<file path="config.mk">
export PLATFORM = sky130hd
export DESIGN_NAME = miriscv_branch_resolve
export DESIGN_NICKNAME = d
export VERILOG_FILES = /design/src/rtl/miriscv_branch_resolve.sv
export SDC_FILE = /design/constraint.sdc
export NUM_CORES = 1
export LEC_CHECK = 0
export ABC_CLOCK_PERIOD_IN_PS = 4800
export CAP_MARGIN = 25
export CORE_UTILIZATION = 32
export DETAILED_ROUTE_END_ITERATION = 16
export GPL_ROUTABILITY_DRIVEN = 0
export MAX_ROUTING_LAYER = met4
export PLACE_DENSITY = 0.6
export SYNTH_ARGS = -nofsm -noshare
export SYNTH_HDL_FRONTEND = slang
export SYNTH_SLANG_ARGS = --single-unit
</file>
<file path="constraint.sdc">
create_clock -name clk_i -period 4.8 [get_ports clk_i]
set_input_delay 0.72 -clock clk_i [delete_from_list [all_inputs] [get_ports clk_i]]
set_output_delay 0.72 -clock clk_i [all_outputs]
set_load 0.01 [all_outputs]
</file>
<file path="src/rtl/miriscv_branch_resolve.sv">
// Execute-side branch resolution for a BTFN static predictor: in-order queue of
// fetch predictions, mispredict detection, registered redirect and perf counters.
module miriscv_branch_resolve #(
    parameter int XLEN  = 32,
    parameter int DEPTH = 4,
    parameter int CNT_W = 32
) (
    input  logic              clk_i,
    input  logic              arstn_i,
    input  logic              push_valid_i,
    output logic              push_ready_o,
    input  logic [XLEN-1:0]   push_pc_i,
    input  logic              push_taken_i,
    input  logic [XLEN-1:0]   push_target_i,
    input  logic              res_valid_i,
    input  logic              res_taken_i,
    input  logic [XLEN-1:0]   res_target_i,
    input  logic              kill_i,
    output logic              redirect_o,
    output logic [XLEN-1:0]   redirect_pc_o,
    output logic              empty_o,
    output logic [CNT_W-1:0]  branch_cnt_o,
    output logic [CNT_W-1:0]  mispred_cnt_o,
    output logic              err_o
);

    localparam int PTR_W = $clog2(DEPTH);
    localparam logic [PTR_W:0] FULL_CNT = (PTR_W+1)'(DEPTH);

    logic [XLEN-1:0]  r_pc_mem  [DEPTH];
    logic [XLEN-1:0]  r_tgt_mem [DEPTH];
    logic [DEPTH-1:0] r_taken_mem;

    logic [PTR_W-1:0] r_rd_ptr;
    logic [PTR_W-1:0] r_wr_ptr;
    logic [PTR_W:0]   r_count;
    logic             r_redirect;
    logic [XLEN-1:0]  r_redirect_pc;
    logic [CNT_W-1:0] r_branch_cnt;
    logic [CNT_W-1:0] r_mispred_cnt;
    logic             r_err;

    logic             w_empty;
    logic             w_full;
    logic             w_push;
    logic             w_res;
    logic             w_mispred;
    logic             w_do_push;
    logic             w_do_pop;
    logic [XLEN-1:0]  w_head_pc;
    logic [XLEN-1:0]  w_head_tgt;
    logic             w_head_taken;
    logic [XLEN-1:0]  w_correct_pc;

    assign w_empty      = (r_count == '0);
    assign w_full       = (r_count == FULL_CNT);
    assign w_push       = push_valid_i & ~w_full;
    assign w_res        = res_valid_i & ~w_empty & ~kill_i;

    assign w_head_pc    = r_pc_mem[r_rd_ptr];
    assign w_head_tgt   = r_tgt_mem[r_rd_ptr];
    assign w_head_taken = r_taken_mem[r_rd_ptr];

    // A taken/taken pair still mispredicts when the computed target differs.
    assign w_mispred    = (res_taken_i != w_head_taken) |
                          (res_taken_i & w_head_taken & (res_target_i != w_head_tgt));
    assign w_correct_pc = res_taken_i ? res_target_i : (w_head_pc + XLEN'(4));

    // Wrong-path flushes swallow a same-cycle push even though its handshake completes.
    assign w_do_push    = w_push & ~kill_i & ~(w_res & w_mispred);
    assign w_do_pop     = w_res & ~w_mispred;

    // NOTE: the entry storage carries no reset; validity is tracked solely by
    // r_count, so resetting the array would only add reset fan-out.
    always_ff @(posedge clk_i) begin
        if (w_do_push) begin
            r_pc_mem[r_wr_ptr]    <= push_pc_i;
            r_tgt_mem[r_wr_ptr]   <= push_target_i;
            r_taken_mem[r_wr_ptr] <= push_taken_i;
        end
    end

    always_ff @(posedge clk_i or negedge arstn_i) begin
        if (!arstn_i) begin
            r_rd_ptr      <= '0;
            r_wr_ptr      <= '0;
            r_count       <= '0;
            r_redirect    <= 1'b0;
            r_redirect_pc <= '0;
            r_branch_cnt  <= '0;
            r_mispred_cnt <= '0;
            r_err         <= 1'b0;
        end else begin
            r_redirect <= 1'b0;
            if (res_valid_i & w_empty & ~kill_i) begin
                r_err <= 1'b1;
            end
            if (w_res) begin
                if (r_branch_cnt != '1) begin
                    r_branch_cnt <= r_branch_cnt + 1'b1;
                end
            end
            if (kill_i || (w_res && w_mispred)) begin
                r_rd_ptr <= '0;
                r_wr_ptr <= '0;
                r_count  <= '0;
                if (!kill_i) begin
                    r_redirect    <= 1'b1;
                    r_redirect_pc <= w_correct_pc;
                    if (r_mispred_cnt != '1) begin
                        r_mispred_cnt <= r_mispred_cnt + 1'b1;
                    end
                end
            end else begin
                if (w_do_push) begin
                    r_wr_ptr <= r_wr_ptr + 1'b1;
                end
                if (w_do_pop) begin
                    r_rd_ptr <= r_rd_ptr + 1'b1;
                end
                case ({w_do_push, w_do_pop})
                    2'b10:   r_count <= r_count + 1'b1;
                    2'b01:   r_count <= r_count - 1'b1;
                    default: r_count <= r_count;
                endcase
            end
        end
    end

    assign push_ready_o  = ~w_full;
    assign empty_o       = w_empty;
    assign redirect_o    = r_redirect;
    assign redirect_pc_o = r_redirect_pc;
    assign branch_cnt_o  = r_branch_cnt;
    assign mispred_cnt_o = r_mispred_cnt;
    assign err_o         = r_err;

endmodule
</file>
# Yosys cells after proc, flatten, opt, wreduce, memory -nomap -nowiden
# Memory sizes are Yosys's and may differ from the RTL's.
# Cells that the tools add are included.
[word_totals]
word_cells = 71
ff_bits = 109
input_bits = 103
mem_bits_rw = 256
mem_count = 2
[op_classes]
n_eq_ne = 7
n_mux = 16
n_lt_le_gt_ge = 3
n_addsub = 7
bitwise = 17
reduce_logical = 10
[memory_table]
columns = ["memory", "words", "width", "read_ports", "rd_clocked_by_memory_dff", "wr", "line", "text"]
rows = [
  ["r_pc_mem", 4, 32, 1, 0, 1, "30", "logic [XLEN-1:0] r_pc_mem [DEPTH];"],
  ["r_tgt_mem", 4, 32, 1, 0, 1, "31", "logic [XLEN-1:0] r_tgt_mem [DEPTH];"],
]
[op_table]
columns = ["op", "n"]
rows = [
  ["adder 32 x 1 -> 32 bit (second input constant)", 2],
  ["!= test 32 bit (second input constant)", 2],
  ["adder 32 x 3 -> 32 bit (second input constant)", 1],
  ["2-to-1 mux 32 bit", 1],
  ["!= test 32 bit", 1],
  ["bitwise AND 1 bit", 11],
  ["2-to-1 mux 2 bit", 4],
  ["less-than comparator 2 x 3 -> 1 bit (second input constant)", 2],
  ["2-to-1 mux 1 bit", 6],
  ["one-hot mux 3 bit (2 select lines)", 1],
  ["NOT 1 bit", 5],
  ["adder 2 x 1 -> 2 bit (second input constant)", 2],
  ["bitwise mux 4 bit", 1],
  ["AND reduction 2 bit", 2],
  ["nonzero test 2 bit", 2],
  ["adder 3 x 1 -> 3 bit (second input constant)", 1],
  ["== test 3 bit (second input constant)", 1],
  ["zero test 3 bit", 1],
  ["2-to-1 mux 3 bit", 1],
  ["AND reduction 3 bit", 1],
  ["nonzero test 3 bit", 1],
  ["subtractor 3 x 1 -> 3 bit (second input constant)", 1],
  ["binary-select mux 1 bit (select 2 bit)", 1],
  ["demux 1 bit (select 2 bit)", 1],
  ["7 further kinds", 8],
]

# Longest topological paths before layout
[logic_depth]
depth_word = 11
mapped_depth = 16
depth_no_buf = 13

# Worst setup path after synthesis
# No wires, ideal clock.
[synth_path]
path_type = "register to register"
startpoint = "reg r_rd_ptr[0]"
endpoint = "mem r_pc_mem[0][0], enable pin"
setup_ns = 0.430
path_slack_ns = 0.265
path_stages_with_launch = 11
t_arrival_ns = 4.104
period_less_slack_ns = 4.535
path_cell_list = "dfrtp_1 -> buf_6 -> buf_4 -> buf_4 -> buf_2 -> mux4_2 -> ha_1 -> o21a_1 -> clkbuf_1 -> nand2_4 -> and3_1"
[synth_via]
elab_chain_len = 10
word_cells_on_any_way = 13
classes_between = "eq/ne: 2; mux: 4; bitwise: 6; memory: 1"
[synth_rtl]
columns = ["element", "line", "text"]
rows = [
  ["start: declaration", "34", "logic [PTR_W-1:0] r_rd_ptr;"],
  ["start signal: assignment", "119", "r_rd_ptr <= r_rd_ptr + 1'b1;"],
  ["branches (longest 4 deep; another with memory (4 x 32 bit))", "--", ""],
  ["OR 1 bit (*)", "65", "assign w_mispred = (res_taken_i != w_head_taken) |"],
  ["bitwise AND 1 bit (*)", "70", "assign w_do_push = w_push & ~kill_i & ~(w_res & w_mispred);"],
  ["NOT 1 bit (*)", "70", ""],
  ["bitwise AND 1 bit (*)", "70", ""],
  ["2-to-1 mux 1 bit (*)", "76", "if (w_do_push) begin"],
  ["2-to-1 mux 1 bit (implied by the code) (*)", "77", "r_pc_mem[r_wr_ptr] <= push_pc_i;"],
  ["end: declaration", "30", ""],
]
# Every way passes the cells marked *. The select of a mux whose other input is x is not followed.

# Worst setup path in the final report
[layout_path]
startpoint = "reg r_rd_ptr[0]"
endpoint = "mem r_tgt_mem[0][29], enable pin"
[layout_via]
elab_chain_len = 10
word_cells_on_any_way = 13
classes_between = "eq/ne: 2; mux: 4; bitwise: 6; memory: 1"
[layout_rtl]
columns = ["element", "line", "text"]
rows = [
  ["branches (longest 4 deep; another with memory (4 x 32 bit))", "--", ""],
  ["OR 1 bit (*)", "65", ""],
  ["bitwise AND 1 bit (*)", "70", ""],
  ["NOT 1 bit (*)", "70", ""],
  ["bitwise AND 1 bit (*)", "70", ""],
  ["2-to-1 mux 1 bit (*)", "76", ""],
  ["2-to-1 mux 1 bit (implied by the code) (*)", "78", "r_tgt_mem[r_wr_ptr] <= push_target_i;"],
  ["end: declaration", "31", ""],
]
# Marks and branches as above.

==> metrics <==
status completed; ANT nets after route 0; PD cells between 400 and 500 nW/µm²; WHS 0.0393 ns; Post-route DRC 0; largest net degree at the start of global routing 79; top post-synthesis cells by area edfxtp_1 50%, dfrtp_1 17%, mux4_2 9.5%; DR vias between 9000 and 10000; clock root cell clkbuf_16; Worst Setup SP r_rd_ptr[0]$_DFFE_PN0P_; fraction of layout cells with a size suffix above 1 0.162; yosys warns 0; initial antenna violation count 8; io pins approximately 200; Clock Pin Slew Worst Setup and Hold Paths approximately 0.060 ns; hold_buf cts 0; fraction of registers with async set/reset 0.288; Net Sw Power 1.84 mW; sequential share of power 0.478; ys flop type edfxtp_1; die width 222 µm; Detailed Place HPWL 27300 µm; wire per inst 21.3 µm; CP Capture Type flip-flop; Clock Power Share 0.381; most frequent cells in the layout 260 x edfxtp_1, 200 x clkdlybuf4s50_1, 103 x dfrtp_1; grt total ovfl 0; cts repair resizes 0; Clock Path Buffers 3; Area Overhead vs Synth 26.5%; core area 47700 µm²; register area share after synthesis 0.674; final worst slack approximately 0.68 ns; Net Sw Frac 0.235; flops & latches, synth between 300 and 400; most common cell after layout, fill and taps aside edfxtp_1; worst IR drop on VDD 239 µV; TritonCTS Buffers 39; final WL 39000 µm; Slew Viols, Final 0; worst-path maximum fanout 43; row count 80; worst-margin pin slew 0.989 ns; placed cells 1750; clk sinks 365; Place WS 0.638 ns; postcts setup bufs 0; setup violators final 0; critical path type flip-flop to flip-flop; clk_skew 0.0175 ns; number of global-route vias before repair ~9300; Die ar. about 50000 µm²; Clock H-tree levels 2; first-pass GRT wire length 58800 µm; Fin. Hold Viols 0; post-route insts no fill between 1500 and 2000; Rel. slew slack 0.341; Final nets 1290; Worst setup SP type flip-flop; internal power 6.01 mW; Cells after Synth 947; DR iter-0 viols roughly 770; RSZ-0062 raised after global routing false; fin crit period 4.12 ns; drt first pass iters 7; GRT Total Usage 0.164; Tot Pwr 7.85 mW; Tcrit/Tclk final 0.858; worst skew pair latency 0.54 ns; Peak Freq 243 MHz; WP data arrival 4.30 ns; Gate power share 0.141; Required @ worst endpoint roughly 5.0 ns; number of max-cap violations 0; static leakage roughly 6.7 nW; syn nets 1060; launch point of the worst reg-to-reg path r_rd_ptr[0]$_DFFE_PN0P_; average size of a mapped cell 16.3 µm²; Setup TNS 0 ns; area leader, netlist edfxtp_1; Yosys top cell area share 0.504; worst hold path type input port to asynchronous set/reset pin; Via density just under 5; I/O Buffers 202; Netlist Area Pre-Place approximately 15000 µm²; CTS tree done; die span in y ~220 µm; post-synth cell types 49; Post-synth EDFFs between 200 and 300; initial cell density of the core 0.324
==> layout make-up <==
| type | count | area (µm²) |
|---|---|---|
| antenna | 8 | 20.0 |
| clock buffer | 58 | 1100 |
| clock inverter | 13 | 156 |
| fill | 4317 | 28200 |
| inverter | 11 | 43.8 |
| multi-input combinational | 533 | 4790 |
| sequential | 365 | 10400 |
| tap | 615 | 769 |
| timing repair buffer | 227 | 2260 |
==> synthesized netlist by cell type (3+ instances only) <==
master / count
mux4_2: 65
nand2b_1: 3
and4_1: 6
nand4_1: 39
buf_2: 6
mux2i_1: 5
nand3_1: 43
and2_1: 7
nand2_1: 69
mux2_2: 7
dfrtp_1: 105
nor4b_1: 5
or2_2: 3
nor4_1: 5
nor2b_1: 3
a21oi_1: 6
buf_4: 3
xnor2_1: 89
inv_1: 10
o21ai_1: 6
edfxtp_1: 260
mux2_4: 24
buf_6: 7
o21ai_0: 25
nor4_2: 3
clkbuf_1: 18
buf_1: 4
nor2_1: 23
nor3_1: 19
and3_1: 16
xor2_1: 37
ha_1: 9
==> per-layer routing <==
metal / GRT usage / share of wire / up-vias
met5: - / 0 / -
met4: 0.0374 / 0.017 / 0
met1: 0.216 / 0.44 / 4609
met2: 0.251 / 0.46 / 299
li1: - / - / 4093
met3: 0.0490 / 0.077 / 49
==> sequential cells by signal, indices dropped and copies added, names as in the netlist <==
| signal | cells |
|---|---|
| redirect_pc_o | 32 |
| branch_cnt_o | 32 |
| r_rd_ptr | 2 |
| r_tgt_mem | 128 |
| r_count | 3 |
| r_taken_mem | 4 |
| r_wr_ptr | 2 |
| err_o | 1 |
| r_pc_mem | 128 |
| redirect_o | 1 |
| mispred_cnt_o | 32 |
==> stage by stage <==
step | utilization | area [µm²]
3_5_place_dp | 0.383 | 18300
5_1_grt | 0.410 | 19600
4_1_cts | 0.409 | 19500
2_1_floorplan | - | 15500
3_3_place_gp | 0.383 | 18300
6_report | 0.410 | 19600
==> logic make-up after synthesis <==
family / after synthesis / share of synthesized area
AOI/OAI and AO/OA: 42 / 0.0149
xor gates and xnor gates: 126 / 0.0713
adders and majority gates: 10 / 0.00857
buffers and inverters: 49 / 0.0166
DFF: 365 / 0.674
muxes: 101 / 0.126
and+or+nand+nor: 254 / 0.0885
==> power groups by stage <==
stage | registers, mW | logic [mW] | clock network, mW
final | 3.75 | 1.11 | 2.99
after global routing | 3.78 | 1.19 | 3.19
after CTS | 3.76 | 1.12 | 3.06
after detailed placement | 3.81 | 1.11 | 0
after global placement | 3.81 | 1.11 | 0
after floorplan | 3.85 | 0.441 | 0
==> critical path: stages (launching register included) <==
cell	delay, ns
dfrtp_4	0.96
buf_4	0.32
mux4_2	0.53
xnor2_1	0.16
nand4_1	0.16
nor4_2	0.36
nand3_2	0.18
nand2_4	0.13
and3_2	0.37
buf_4	0.53
==> worst paths after layout <==
kind                                                end  cells past startpoint  slack, ns
min in group clk_i                    err_o$_DFFE_PN0P_                      1       0.46
max in group asynchronous  redirect_pc_o[7]$_DFFE_PN0P_                      2       4.05
min reg2reg                           err_o$_DFFE_PN0P_                      1       0.46
max                          r_tgt_mem[0][29]$_DFFE_PP_                      9       0.68
max reg2reg                  r_tgt_mem[0][29]$_DFFE_PP_                      9       0.68
min                        branch_cnt_o[15]$_DFFE_PN0P_                      1       0.04
Note: power is estimated with default switching activity, not from simulation.
